### src/rtl/uart_pkg.sv
`default_nettype none
// ============================================================================
// Package  : uart_pkg
// Summary  : Shared types and constants for the parametrised UART receiver.
// Revision : 1.0  initial release
// ============================================================================
package uart_pkg;

  typedef enum logic [2:0] {
    IDLE   = 3'd0,
    START  = 3'd1,
    DATA   = 3'd2,
    PARITY = 3'd3,
    STOP   = 3'd4,
    BRK    = 3'd5
  } state_t;

  // Encoding 2'b11 is treated like PAR_NONE.
  localparam logic [1:0] PAR_NONE = 2'b00;
  localparam logic [1:0] PAR_EVEN = 2'b01;
  localparam logic [1:0] PAR_ODD  = 2'b10;

endpackage
`default_nettype wire

### src/rtl/uart_rx_fifo.sv
`default_nettype none
// ============================================================================
// Module   : uart_rx_fifo
// Summary  : Show-ahead receive FIFO. A push into a full FIFO succeeds only
//            when a pop happens in the same cycle; a pop of an empty FIFO is
//            ignored. The head reads as zero while empty.
// Revision : 1.0  initial release
// ============================================================================
module uart_rx_fifo #(
  parameter int DATA_W     = 8,
  parameter int FIFO_DEPTH = 4
) (
  input  logic                          clk,
  input  logic                          rst,
  input  logic                          push,
  input  logic [DATA_W-1:0]             din,
  input  logic                          pop,
  output logic                          full,
  output logic                          empty,
  output logic [$clog2(FIFO_DEPTH):0]   cnt,
  output logic [DATA_W-1:0]             dout
);
  localparam int PTR_W = $clog2(FIFO_DEPTH);

  logic [DATA_W-1:0] mem_q [FIFO_DEPTH];
  logic [DATA_W-1:0] mem_d [FIFO_DEPTH];
  logic [PTR_W-1:0]  wr_q, wr_d, rd_q, rd_d;
  logic [PTR_W:0]    cnt_q, cnt_d;
  logic              do_push, do_pop;

  assign empty   = (cnt_q == '0);
  assign full    = (cnt_q == (PTR_W+1)'(FIFO_DEPTH));
  assign cnt     = cnt_q;
  assign dout    = empty ? '0 : mem_q[rd_q];
  assign do_pop  = pop & ~empty;
  assign do_push = push & (~full | do_pop);

  // Next-state for storage, pointers and occupancy
  always_comb begin
    mem_d = mem_q;
    wr_d  = wr_q;
    rd_d  = rd_q;
    cnt_d = cnt_q;
    if (do_push) begin
      mem_d[wr_q] = din;
      wr_d        = wr_q + PTR_W'(1);
    end
    if (do_pop) begin
      rd_d = rd_q + PTR_W'(1);
    end
    case ({do_push, do_pop})
      2'b10:   cnt_d = cnt_q + (PTR_W+1)'(1);
      2'b01:   cnt_d = cnt_q - (PTR_W+1)'(1);
      default: cnt_d = cnt_q;
    endcase
  end

  // FIFO state registers
  always_ff @(posedge clk or posedge rst) begin
    if (rst) begin
      for (int i = 0; i < FIFO_DEPTH; i++) mem_q[i] <= '0;
      wr_q  <= '0;
      rd_q  <= '0;
      cnt_q <= '0;
    end else begin
      mem_q <= mem_d;
      wr_q  <= wr_d;
      rd_q  <= rd_d;
      cnt_q <= cnt_d;
    end
  end

endmodule
`default_nettype wire

### src/rtl/uart_rx_param.sv
`default_nettype none
// ============================================================================
// Module   : uart_rx_param
// Summary  : Parametrised UART receiver with per-frame latched configuration,
//            false-start rejection, sticky error flags, break handling, a
//            show-ahead receive FIFO and a masked match trigger.
// Revision : 1.0  initial release
// ============================================================================
module uart_rx_param
  import uart_pkg::*;
#(
  parameter int DATA_W      = 8,
  parameter int FIFO_DEPTH  = 4,
  parameter int BAUD_W      = 16,
  parameter int SYNC_STAGES = 2
) (
  input  logic                          clk,
  input  logic                          rst,
  input  logic                          RX,
  input  logic [BAUD_W-1:0]             baud_cnt,
  input  logic [1:0]                    parity_mode,
  input  logic                          two_stop,
  input  logic                          rd_en,
  input  logic                          clr_err,
  input  logic [DATA_W-1:0]             match,
  input  logic [DATA_W-1:0]             mask,
  output logic [DATA_W-1:0]             rx_data,
  output logic                          rdy,
  output logic [$clog2(FIFO_DEPTH):0]   fifo_cnt,
  output logic                          frame_err,
  output logic                          parity_err,
  output logic                          overrun,
  output logic                          UARTtrig
);
  localparam int BIT_W = 4;
  localparam logic [BIT_W-1:0] LAST_DATA = BIT_W'(DATA_W - 1);

  logic [SYNC_STAGES-1:0] sync_q, sync_d;
  state_t                 state_q, state_d;
  logic [BAUD_W-1:0]      cnt_q, cnt_d, baud_q, baud_d, term;
  logic [1:0]             pmode_q, pmode_d;
  logic                   two_q, two_d;
  logic [BIT_W-1:0]       bit_q, bit_d;
  logic [DATA_W-1:0]      shreg_q, shreg_d;
  logic                   par_bad_q, par_bad_d, stop_low_q, stop_low_d;
  logic                   ferr_q, ferr_d, perr_q, perr_d, ovr_q, ovr_d, trig_q, trig_d;
  logic                   rxs, tick, par_en, frame_ok, set_ferr, set_perr;
  logic                   fifo_full, fifo_empty;

  assign rxs    = sync_q[SYNC_STAGES-1];
  assign par_en = (pmode_q == PAR_EVEN) || (pmode_q == PAR_ODD);
  assign tick   = (cnt_q == term);

  // Shift the raw pin through the synchroniser chain
  always_comb begin
    sync_d = {sync_q[SYNC_STAGES-2:0], RX};
  end

  // Half a bit period to reach the start-bit midpoint, full periods after
  always_comb begin
    term = baud_q - BAUD_W'(1);
    if (state_q == START) term = (baud_q >> 1) - BAUD_W'(1);
  end

  // Receive FSM: next state, datapath updates and frame verdict
  always_comb begin
    state_d    = state_q;
    cnt_d      = cnt_q + BAUD_W'(1);
    baud_d     = baud_q;
    pmode_d    = pmode_q;
    two_d      = two_q;
    bit_d      = bit_q;
    shreg_d    = shreg_q;
    par_bad_d  = par_bad_q;
    stop_low_d = stop_low_q;
    frame_ok   = 1'b0;
    set_ferr   = 1'b0;
    set_perr   = 1'b0;
    case (state_q)
      IDLE: begin
        cnt_d = '0;
        if (!rxs) begin
          baud_d     = baud_cnt;
          pmode_d    = parity_mode;
          two_d      = two_stop;
          bit_d      = '0;
          par_bad_d  = 1'b0;
          stop_low_d = 1'b0;
          state_d    = START;
        end
      end
      START: if (tick) begin
        cnt_d   = '0;
        bit_d   = '0;
        state_d = rxs ? IDLE : DATA;
      end
      DATA: if (tick) begin
        cnt_d   = '0;
        shreg_d = {rxs, shreg_q[DATA_W-1:1]};
        bit_d   = bit_q + BIT_W'(1);
        if (bit_q == LAST_DATA) begin
          bit_d   = '0;
          state_d = par_en ? PARITY : STOP;
        end
      end
      PARITY: if (tick) begin
        cnt_d     = '0;
        // Even mode wants XOR(data,bit)=0, odd mode wants 1
        par_bad_d = (^shreg_q) ^ rxs ^ (pmode_q == PAR_ODD);
        state_d   = STOP;
      end
      STOP: if (tick) begin
        cnt_d      = '0;
        bit_d      = bit_q + BIT_W'(1);
        stop_low_d = stop_low_q | ~rxs;
        if (bit_q == {{(BIT_W-1){1'b0}}, two_q}) begin
          state_d = IDLE;
          if (stop_low_q | ~rxs) begin
            set_ferr = 1'b1;
            state_d  = BRK;
          end else if (par_bad_q) begin
            set_perr = 1'b1;
          end else begin
            frame_ok = 1'b1;
          end
        end
      end
      BRK: begin
        cnt_d = '0;
        if (rxs) state_d = IDLE;
      end
      default: state_d = IDLE;
    endcase
  end

  // Sticky flags (a set beats a same-cycle clear) and trigger pulse
  always_comb begin
    ferr_d = set_ferr | (ferr_q & ~clr_err);
    perr_d = set_perr | (perr_q & ~clr_err);
    ovr_d  = (frame_ok & fifo_full & ~rd_en) | (ovr_q & ~clr_err);
    trig_d = frame_ok & ((shreg_q | mask) == (match | mask));
  end

  // Receiver state registers
  always_ff @(posedge clk or posedge rst) begin
    if (rst) begin
      sync_q     <= '1;
      state_q    <= IDLE;
      cnt_q      <= '0;
      baud_q     <= '0;
      pmode_q    <= PAR_NONE;
      two_q      <= 1'b0;
      bit_q      <= '0;
      shreg_q    <= '0;
      par_bad_q  <= 1'b0;
      stop_low_q <= 1'b0;
      ferr_q     <= 1'b0;
      perr_q     <= 1'b0;
      ovr_q      <= 1'b0;
      trig_q     <= 1'b0;
    end else begin
      sync_q     <= sync_d;
      state_q    <= state_d;
      cnt_q      <= cnt_d;
      baud_q     <= baud_d;
      pmode_q    <= pmode_d;
      two_q      <= two_d;
      bit_q      <= bit_d;
      shreg_q    <= shreg_d;
      par_bad_q  <= par_bad_d;
      stop_low_q <= stop_low_d;
      ferr_q     <= ferr_d;
      perr_q     <= perr_d;
      ovr_q      <= ovr_d;
      trig_q     <= trig_d;
    end
  end

  uart_rx_fifo #(
    .DATA_W     (DATA_W),
    .FIFO_DEPTH (FIFO_DEPTH)
  ) u_fifo (
    .clk   (clk),
    .rst   (rst),
    .push  (frame_ok),
    .din   (shreg_q),
    .pop   (rd_en),
    .full  (fifo_full),
    .empty (fifo_empty),
    .cnt   (fifo_cnt),
    .dout  (rx_data)
  );

  assign rdy        = ~fifo_empty;
  assign frame_err  = ferr_q;
  assign parity_err = perr_q;
  assign overrun    = ovr_q;
  assign UARTtrig   = trig_q;

endmodule
`default_nettype wire

### config.mk
export PLATFORM = sky130hd
export DESIGN_NAME = uart_rx_param
export DESIGN_NICKNAME = d
export VERILOG_FILES = /design/src/rtl/uart_pkg.sv /design/src/rtl/uart_rx_fifo.sv /design/src/rtl/uart_rx_param.sv
export SDC_FILE = /design/constraint.sdc
export NUM_CORES = 1
export LEC_CHECK = 0
export ABC_AREA = 1
export BUFFER_PORTS_ARGS = -buffer_cell sky130_fd_sc_hd__buf_2
export CAP_MARGIN = 20
export CORE_MARGIN = 2
export CORE_UTILIZATION = 40
export DETAILED_ROUTE_END_ITERATION = 7
export REMOVE_ABC_BUFFERS = 1
export SYNTH_ARGS = -nofsm -noshare
export SYNTH_HDL_FRONTEND = slang
export SYNTH_SLANG_ARGS = --single-unit
export TNS_END_PERCENT = 50
### constraint.sdc
create_clock -name clk -period 4 [get_ports clk]
set_clock_uncertainty 0.1 [all_clocks]
set_input_delay 0.2 -clock clk [delete_from_list [all_inputs] [get_ports clk]]
set_output_delay 0.2 -clock clk [all_outputs]
set_load 0.005 [all_outputs]
---- Word level (Yosys, flattened, before mapping) ----
Index checks and enable logic that the tools add are counted.
cells by class
  bitwise logic cells ..................... 24
  order comparisons ....................... 3
  mux-type cells .......................... 48
  equality and inequality tests ........... 22
  reduce and logical (&&, ||, !) cells .... 17
  add/subtract/negate cells ............... 8
operator list
  cell                   count
  $bwmux 32              1
  $mux 16                2
  $mux 8                 4
  $pmux 16 s2            1
  $mux 3                 10
  $mux 4                 5
  $pmux 3 s6             1
  $mux 1                 17
  $add 16x1->16 const B  1
  $bmux 8 s2             1
  $demux 8 s2            1
  $eq 16x16->1           1
  $ne 2x2->1 const B     8
  $or 8x8->8             2
  $pmux 4 s4             1
  $sub 15x1->16 const B  1
  $sub 16x1->16 const B  1
  $eq 3x3->1 const B     3
  $and 1x1->1            8
  $eq 8x8->1             1
  $reduce_and 8->1       1
  $reduce_xor 8->1       1
  $eq 3x2->1 const B     2
  $ge 3x3->1 const B     2
  other kinds (27)       46
storage, ports and cells
  bits of input ports ..................... 40
  register bits ........................... 97
  output and inout bits ................... 16

---- Longest topological paths before layout ----
Gate-level depths: netlist (run 1).
  depth in word-level cells ............... 9
  gate-level depth with buffers ........... 23
  mapped depth without buffers ............ 21

---- Hierarchy ----
Synthesis (run 1) repeated with hierarchy kept, for this count alone.
unflattened totals
  cells, all modules ...................... 848
  area total of the unflattened synthesis .. 6,258.5 sq um
by module, submodules not included
  module         area each (sq um)  cells an instance  times used  seq. area each (sq um)
  uart_rx_param  4,162.7            587                1           1,453.9
  uart_rx_fifo   2,095.8            261                1           975.9

---- Worst setup path before layout (run 1) ----
Ideal clock, no wire load.
  kind .................................... flip-flop to flip-flop
  from .................................... register state_q[2]
  to ...................................... register u_fifo.cnt_q[1] (netlist: u_fifo.cnt[1])
  period minus slack after synthesis ...... 3,320 ps
  stages on the path, launching flop included .. 20
  setup time .............................. 83 ps
  data required time ...................... 3,817 ps
  setup slack ............................. 680 ps
  data arrival time ....................... 3,137 ps
  cell sequence ........................... dfrtp_1 buf_6 clkinv_2 buf_2 nand3_1 nand2_2 ha_1 nand3_1 nor2_4 nand2_1 xnor2_2 nand2_1 nor2_1 nand3_1 nor3_1 nand4_1 ha_1 inv_1 fa_1 o21ai_0
on the way
  longest elaborated chain between the ends .. 8
RTL lines
  what                                                    line                  RTL
  start, declared                                         uart_rx_param.sv:39   state_t state_q, state_d;
  start signal, assigned                                  uart_rx_param.sv:163  state_q <= state_d;
  $eq 3x1->1                                              uart_rx_param.sv:62   if (state_q == START) term = (baud_q >> 1) - BAUD_W'(1);
  $mux 16                                                 uart_rx_param.sv:62
  $eq 16x16->1                                            uart_rx_param.sv:52   assign tick = (cnt_q == term);
  $mux 1                                                  uart_rx_param.sv:112  STOP: if (tick) begin
  $mux 1 *                                                uart_rx_param.sv:79   case (state_q)
  $and 1x1->1 *                                           uart_rx_fifo.sv:36    assign do_push = push & (~full | do_pop);
  $eq 2x1->1 / $eq 2x2->1 (equally long branches)         uart_rx_fifo.sv:51    case ({do_push, do_pop})
  $pmux 3 s2 / $reduce_bool 2->1 (equally long branches)  --
  end signal, assigned                                    uart_rx_fifo.sv:69    cnt_q <= cnt_d;
  end, declared                                           uart_rx_fifo.sv:28    logic [PTR_W:0] cnt_q, cnt_d;
Mark *: on every way between the ends. The rest lies on a longest branch, timed or not.
A chain may end at the register's enable or synchronous reset.

---- Final worst setup path (run 1) ----
  from .................................... register state_q[0]
  to ...................................... register u_fifo.cnt_q[1] (netlist: u_fifo.cnt[1])
The elaborated chain is that of the path after synthesis.

==> results of run 1 <==
==> registers in the layout, summed over array words and instances (netlist names) <==
signal / cells
two_q: 1
state_q: 3
shreg_q: 8
par_bad_q: 1
cnt_q: 16
sync_q: 2
baud_q: 16
parity_err: 1
overrun: 1
pmode_q: 2
u_fifo.rd_q: 2
bit_q: 4
stop_low_q: 1
u_fifo.wr_q: 2
UARTtrig: 1
frame_err: 1
u_fifo.cnt: 3
u_fifo.mem_q: 32
==> cells in the final DEF (no fill, tap or decap), types with 18 or more instances in the layout <==
master	n
xor2_1	24
nand2_1	250
dfrtp_1	95
a21oi_1	44
dlygate4sd3_1	18
nor2_1	95
nand3_1	66
o21ai_0	31
inv_1	71
nand4_1	39
buf_2	55
==> timing repair <==
action / 4_1_cts / 5_1_grt
setup buffers: 0 / 0
endpoints found under the hold margin: 18 / 0
gates resized for setup: 0 / 1
endpoints found under the setup margin: 0 / 1
hold buffers: 18 / 0
==> routing by layer <==
metal  up-vias  part of all wire  wire length, um  global-route usage
met4         0             0.014              228              0.0512
met1      2609              0.50             7930               0.287
met5         -                 0                0                   0
met2       124              0.44             6870               0.308
li1       2901                 -                -                   -
met3        23             0.044              700              0.0353
==> per-stage QoR <==
| step | hold WS (ns) | instance area, um^2 | power (uW) | worst slack [ns] | instances |
|---|---|---|---|---|---|
| 2_1_floorplan | 0.104 | 6020 | 3050 | 0.349 | 825 |
| 3_3_place_gp | 0.206 | 6610 | 3730 | 0.471 | 1076 |
| 3_5_place_dp | 0.206 | 6610 | 3730 | 0.333 | 1076 |
| 4_1_cts | 0.00357 | 7070 | 4610 | 0.309 | 1110 |
| 5_1_grt | 0.0271 | 7100 | 5030 | 0.0141 | 1111 |
| 6_report | -0.0821 | 7100 | 4620 | 0.390 | 1111 |
==> kinds of logic (layout without fill, tap and decap cells) <==
kind of cell	Yosys count	after routing
DFF	97	97
adders and majority gates	10	10
buffers and inverters	120	183
xor gates and xnor gates	37	37
muxes	5	5
AOI/OAI and AO/OA	95	95
and+or+nand+nor	496	496
==> worst paths after layout <==
check                            start          endpoint  slack, ns  cells after the start
hold / removal                     rst         cnt_q[14]      -0.08                      2
min in group clk           baud_cnt[3]         baud_q[3]       0.01                      3
hold reg to reg              sync_q[0]         sync_q[1]       0.26                      0
setup reg to reg            state_q[0]     u_fifo.cnt[1]       0.39                     18
setup / recovery            state_q[0]     u_fifo.cnt[1]       0.39                     18
max in group asynchronous          rst  u_fifo.mem_q[27]       2.94                      3
==> worst max-delay path, stage by stage, from the launching register on <==
cell and delay [ns]:
dfrtp_1 0.45, inv_2 0.08, nor2_4 0.20, nand3_1 0.12, nand2_2 0.13, ha_1 0.21, nand3_1 0.19, nor2_4 0.23
nand2_1 0.12, xnor2_2 0.19, nand2_1 0.07, nor2_1 0.10, nand3_1 0.12, nor3_2 0.23, nand4_1 0.13, ha_1 0.20
inv_1 0.09, fa_1 0.41, o21ai_0 0.16
==> area by class of cell <==
class                           instances  area, um^2  share of cell area
Timing Repair Buffer                   82         556              0.0782
Clock buffer                            9         225              0.0317
Clock inverter                          7        60.1             0.00845
Tap cell                              188         235              0.0331
Multi-Input combinational cell        643        3280               0.461
Sequential cell                        97        2430               0.342
Inverter                               85         323              0.0454
==> power breakdown <==
group | switching, uW | internal (uW)
sequential | 179 | 1140
clock | 414 | 432
combinational | 1650 | 811
==> metrics.yaml, run 1 <==
rsz0062_at_grt: "no"
synthFlopType: "dfrtp_1"
synth_top_family_by_area: "simple AND/OR/NAND/NOR gates"
vias: 5657
drc: 0
ant_nets: 0
fmax_ghz: 0.277
cp-start-kind: "flip-flop"
worstSetupEndpointType: "flip-flop"
ctsHtreeMaxLevel: 3
dp_hpwl_mm: 11.3
ys_top_cells_by_count: "nand2_1 (250), dfrtp_1 (95), nor2_1 (95), inv_1 (72), nand3_1 (66)"
num-fill-cells: 1566
synth_cell_type_count: 44
first_pass_iters: 6
synth-simple-area-share: 0.360
gp_congestion: 0.859
report.final.hold_viol_count: 45
grt_pass1_wl_mm: 26.1
status: "finished with violations"
synth_area_per_cell_um2: 7.22
die_h_um: 129
fin_nets: 968
path_max_fanout: 10
cts_tree: "done"
synthXorXnorAreaFrac: 0.0534
synth.ff_latch_count: 97
tightestPinTransition_ns: 1.01
hold_class: "primary input to asynchronous set/reset pin"
synth_compound_area_frac: 0.0829
wl_per_cell_um: 14.2
io_pins: 56
antenna_found_initial: 0
start_util: 0.408
clock_latency_ns: 0.35
crit_required_ns: 4.18
synth_area_um2: 6210
yosysWarnings: 0
worst-setup-path-type: "flip-flop to flip-flop"
synth.area.top_cells: "dfrtp_1 (38%), nand2_1 (15%), nor2_1 (5.7%)"
final_util: 0.467
drive_gt1_frac: 0.143
clkSlewWorstSetupHoldPaths_ns: 0.07
seq_area_frac_synth: 0.392
area_growth_pct: 14.5
wirelength_mm: 15.7
num_rows: 45
synth.most_common_cell: "nand2_1"
die-width_um: 129
cts_root_buf: "clkbuf_16"
yosysTopAreaCellShare: 0.383
synthArstFlopShare: 1.00
io_buffer_count: 55
synth-edff-count: 0
maxCapViolCount: 0
die_area_um2: 16500
diodes: 0
grt_max_degree: 75
total_leakage_power_uw: 0.00354
maxSlewViolCount: 0
fin_crit_ns: 3.61
synth_top_cell_by_area: "dfrtp_1"
fin_crit_sh: 0.902
synth_mux_area_frac: 0.00907
globalRouteTotalUtil: 0.198
clock_path_buffers: 2
overflow: 0
failed_checks: "hold timing"
ir_worst_vdd_uv: 488
relSlewSlack: 0.310
cp.arrival_ns: 3.79
clock-sinks: 97
power_density_nw_per_um2: 651
synth_cells: 860
setup_violations: 0
tns_ns: 0
synth_fa_ha_area_frac: 0.0214
numCtsBuffers: 9
coreArea_um2: 15200
viasPerCell: 5.09
drt_iter0_markers: 416
grt_pass1_vias: 5247
hold_slack_ns: -0.0821
Power figures use the tool's default switching activity.
==> run 2: changes to the inputs <==
--- a/config.mk
+++ b/config.mk
@@ -11,6 +11,7 @@
 export CORE_MARGIN = 2
 export CORE_UTILIZATION = 40
 export DETAILED_ROUTE_END_ITERATION = 7
+export HOLD_SLACK_MARGIN = 0.15
 export REMOVE_ABC_BUFFERS = 1
 export SYNTH_ARGS = -nofsm -noshare
 export SYNTH_HDL_FRONTEND = slang
==> run 2 against run 1 <==
Net effect: setup slack lost 0.013 ns; largest cell class unchanged; cell count grew 0.63%; critical endpoint unchanged; fmax shrank 0.36%; the run now ends clean.
==> metrics.yaml, run 2 (synthesized netlist as in run 1, its figures left out) <==
status: "finished clean"  # was finished with violations
crit_required_ns: 4.18  # about the same
hold_class: "flip-flop to flip-flop"  # was primary input to asynchronous set/reset pin
overflow: 0  # unchanged
coreArea_um2: 15200  # unchanged
hold_path.startpoint: "sync_q[0]"
largest_registers: "u_fifo.mem_q x32, baud_q x16, cnt_q x16"  # unchanged
fin_area_um2: 7170  # was 7100 um^2
grt_pass1_vias: 5295  # was 5247
cts_root_buf: "clkbuf_16"  # unchanged
final_common_cell: "nand2_1"  # unchanged
final_cells: 1118  # was 1111
ctsHtreeMaxLevel: 3  # unchanged
wirelength_mm: 15.8  # was 15.7 mm
drc: 0  # unchanged
io_pins: 56  # unchanged
die-width_um: 129  # unchanged
grt_pass1_wl_mm: 26.2  # was 26.1 mm
worst-setup-path-type: "flip-flop to flip-flop"  # unchanged
die_h_um: 129  # unchanged
ir_worst_vdd_uv: 488  # about the same
clock_path_buffers: 2  # unchanged
fmax_ghz: 0.276  # was 0.277 GHz
min_path_cells: 0
r2r-start: "state_q[0]"  # unchanged
tightestPinTransition_ns: 0.938  # was 1.01 ns
first_pass_iters: 7  # was 6
relSlewSlack: 0.359  # was 0.310
final_cell_mix: "nand2_1 (250), dfrtp_1 (95), nor2_1 (95)"  # unchanged
r2r_end: "u_fifo.cnt[1]"  # unchanged
dp_hpwl_mm: 11.3  # unchanged
rsz0062_at_grt: "no"  # unchanged
cp.arrival_ns: 3.80  # was 3.79 ns
place_area_um2: 6610  # unchanged
die_area_um2: 16500  # unchanged
largest_reg_flops: 32  # unchanged
power_density_nw_per_um2: 645  # was 651 nW/um^2
cp-start-kind: "flip-flop"  # unchanged
gp_congestion: 0.859  # unchanged
r2r_cells: 18  # unchanged
largest_register: "u_fifo.mem_q"  # unchanged
ant_nets: 0  # unchanged
area_growth_pct: 15.6  # was 14.5%
wl_per_cell_um: 14.1  # was 14.2 um
fin_crit_sh: 0.906  # was 0.902
path_max_fanout: 10  # unchanged
critPathLaunch: "state_q[0]"  # unchanged
globalRouteTotalUtil: 0.199  # was 0.198
dp.cells: 1076  # unchanged
fin_nets: 975  # was 968
reg2reg_setup_slack_ns: 0.38  # was 0.39 ns
clkSlewWorstSetupHoldPaths_ns: 0.08  # was 0.07 ns
drive_gt1_frac: 0.142  # was 0.143
cts_tree: "done"  # unchanged
clock-sinks: 97  # unchanged
num_rows: 45  # unchanged
maxCapViolCount: 0  # unchanged
diodes: 0  # unchanged
viasPerCell: 5.08  # was 5.09
vias: 5677  # was 5657
worstSetupEndpointType: "flip-flop"  # unchanged
io_buffer_count: 55  # unchanged
fin_crit_ns: 3.62  # was 3.61 ns
numCtsBuffers: 9  # unchanged
maxSlewViolCount: 0  # unchanged
start_util: 0.408  # unchanged
cp-endpoint: "u_fifo.cnt[1]"  # unchanged
antenna_found_initial: 0  # unchanged
total_leakage_power_uw: 0.00357  # was 0.00354 uW
grt_max_degree: 75  # unchanged
drt_iter0_markers: 449  # was 416
report.final.hold_viol_count: 0  # was 45
tns_ns: 0  # unchanged
clock_latency_ns: 0.35  # about the same
setup_violations: 0  # unchanged
-- run 2: cell types whose count changed in the layout (fill, tap and decap cells not counted), sizes merged --
cell | previous run | this run
dlygate4sd3 | 18 | 25
-- run 2: power by group --
group / leakage, uW / switching [uW] / total, uW / internal [uW]
Combinational: 0.00215 / 1640 / 2460 / 816
Clock: 0.000139 / 416 / 848 / 432
Sequential: 0.00128 / 180 / 1320 / 1140
Total: 0.00357 / 2240 / 4620 / 2390
-- run 2: worst min path at each step --
stage                     end  slack, ns
detailed placement  sync_q[0]       0.21
floorplan           sync_q[0]       0.10
finish              sync_q[1]       0.26
CTS                 sync_q[1]       0.26
global route        sync_q[1]       0.26
global placement    sync_q[0]       0.21
-- run 2: timing repair --
item | in CTS | in global routing
gates resized for setup | 0 | 1
endpoints found under the setup margin | 0 | 1
hold buffers | 25 | 0
buffers inserted | 0 | 0
hold endpoints to repair | 95 | 0
-- run 2: critical path, stage by stage (launching register included) --
cell and delay [ns]:
dfrtp_1 0.46, inv_2 0.08, nor2_4 0.20, nand3_1 0.12, nand2_2 0.13, ha_1 0.21, nand3_1 0.19, nor2_4 0.23
nand2_1 0.12, xnor2_2 0.20, nand2_1 0.07, nor2_1 0.10, nand3_1 0.12, nor3_2 0.23, nand4_1 0.13, ha_1 0.20
inv_1 0.09, fa_1 0.41, o21ai_0 0.16
-- run 2: layout make-up --
class	count	area, um^2
Sequential cell	97	2430
Timing Repair Buffer	89	626
Clock inverter	7	60.1
Fill cell	1561	8030
Clock buffer	9	225
Inverter	85	323
Multi-Input combinational cell	643	3280
Tap cell	188	235
-- run 2: per-stage QoR --
step / setup slack [ns] / hold slack [ns] / utilization / power, uW
finish: 0.377 / 0.257 / 0.472 / 4620
global route: 0.0141 / 0.259 / 0.472 / 5040
CTS: 0.309 / 0.258 / 0.470 / 4610
detailed placement: 0.333 / 0.206 / 0.435 / 3730
global placement: 0.471 / 0.206 / 0.435 / 3730
floorplan: 0.349 / 0.104 / - / 3050
-- run 2: layer usage --
layer  GRT usage  vias up  wire length [um]
li1            -     2915                 -
met1       0.287     2618              7850
met2       0.312      131              6940
met3      0.0353       13               787
met4      0.0512        0               192
met5           0        -                 0
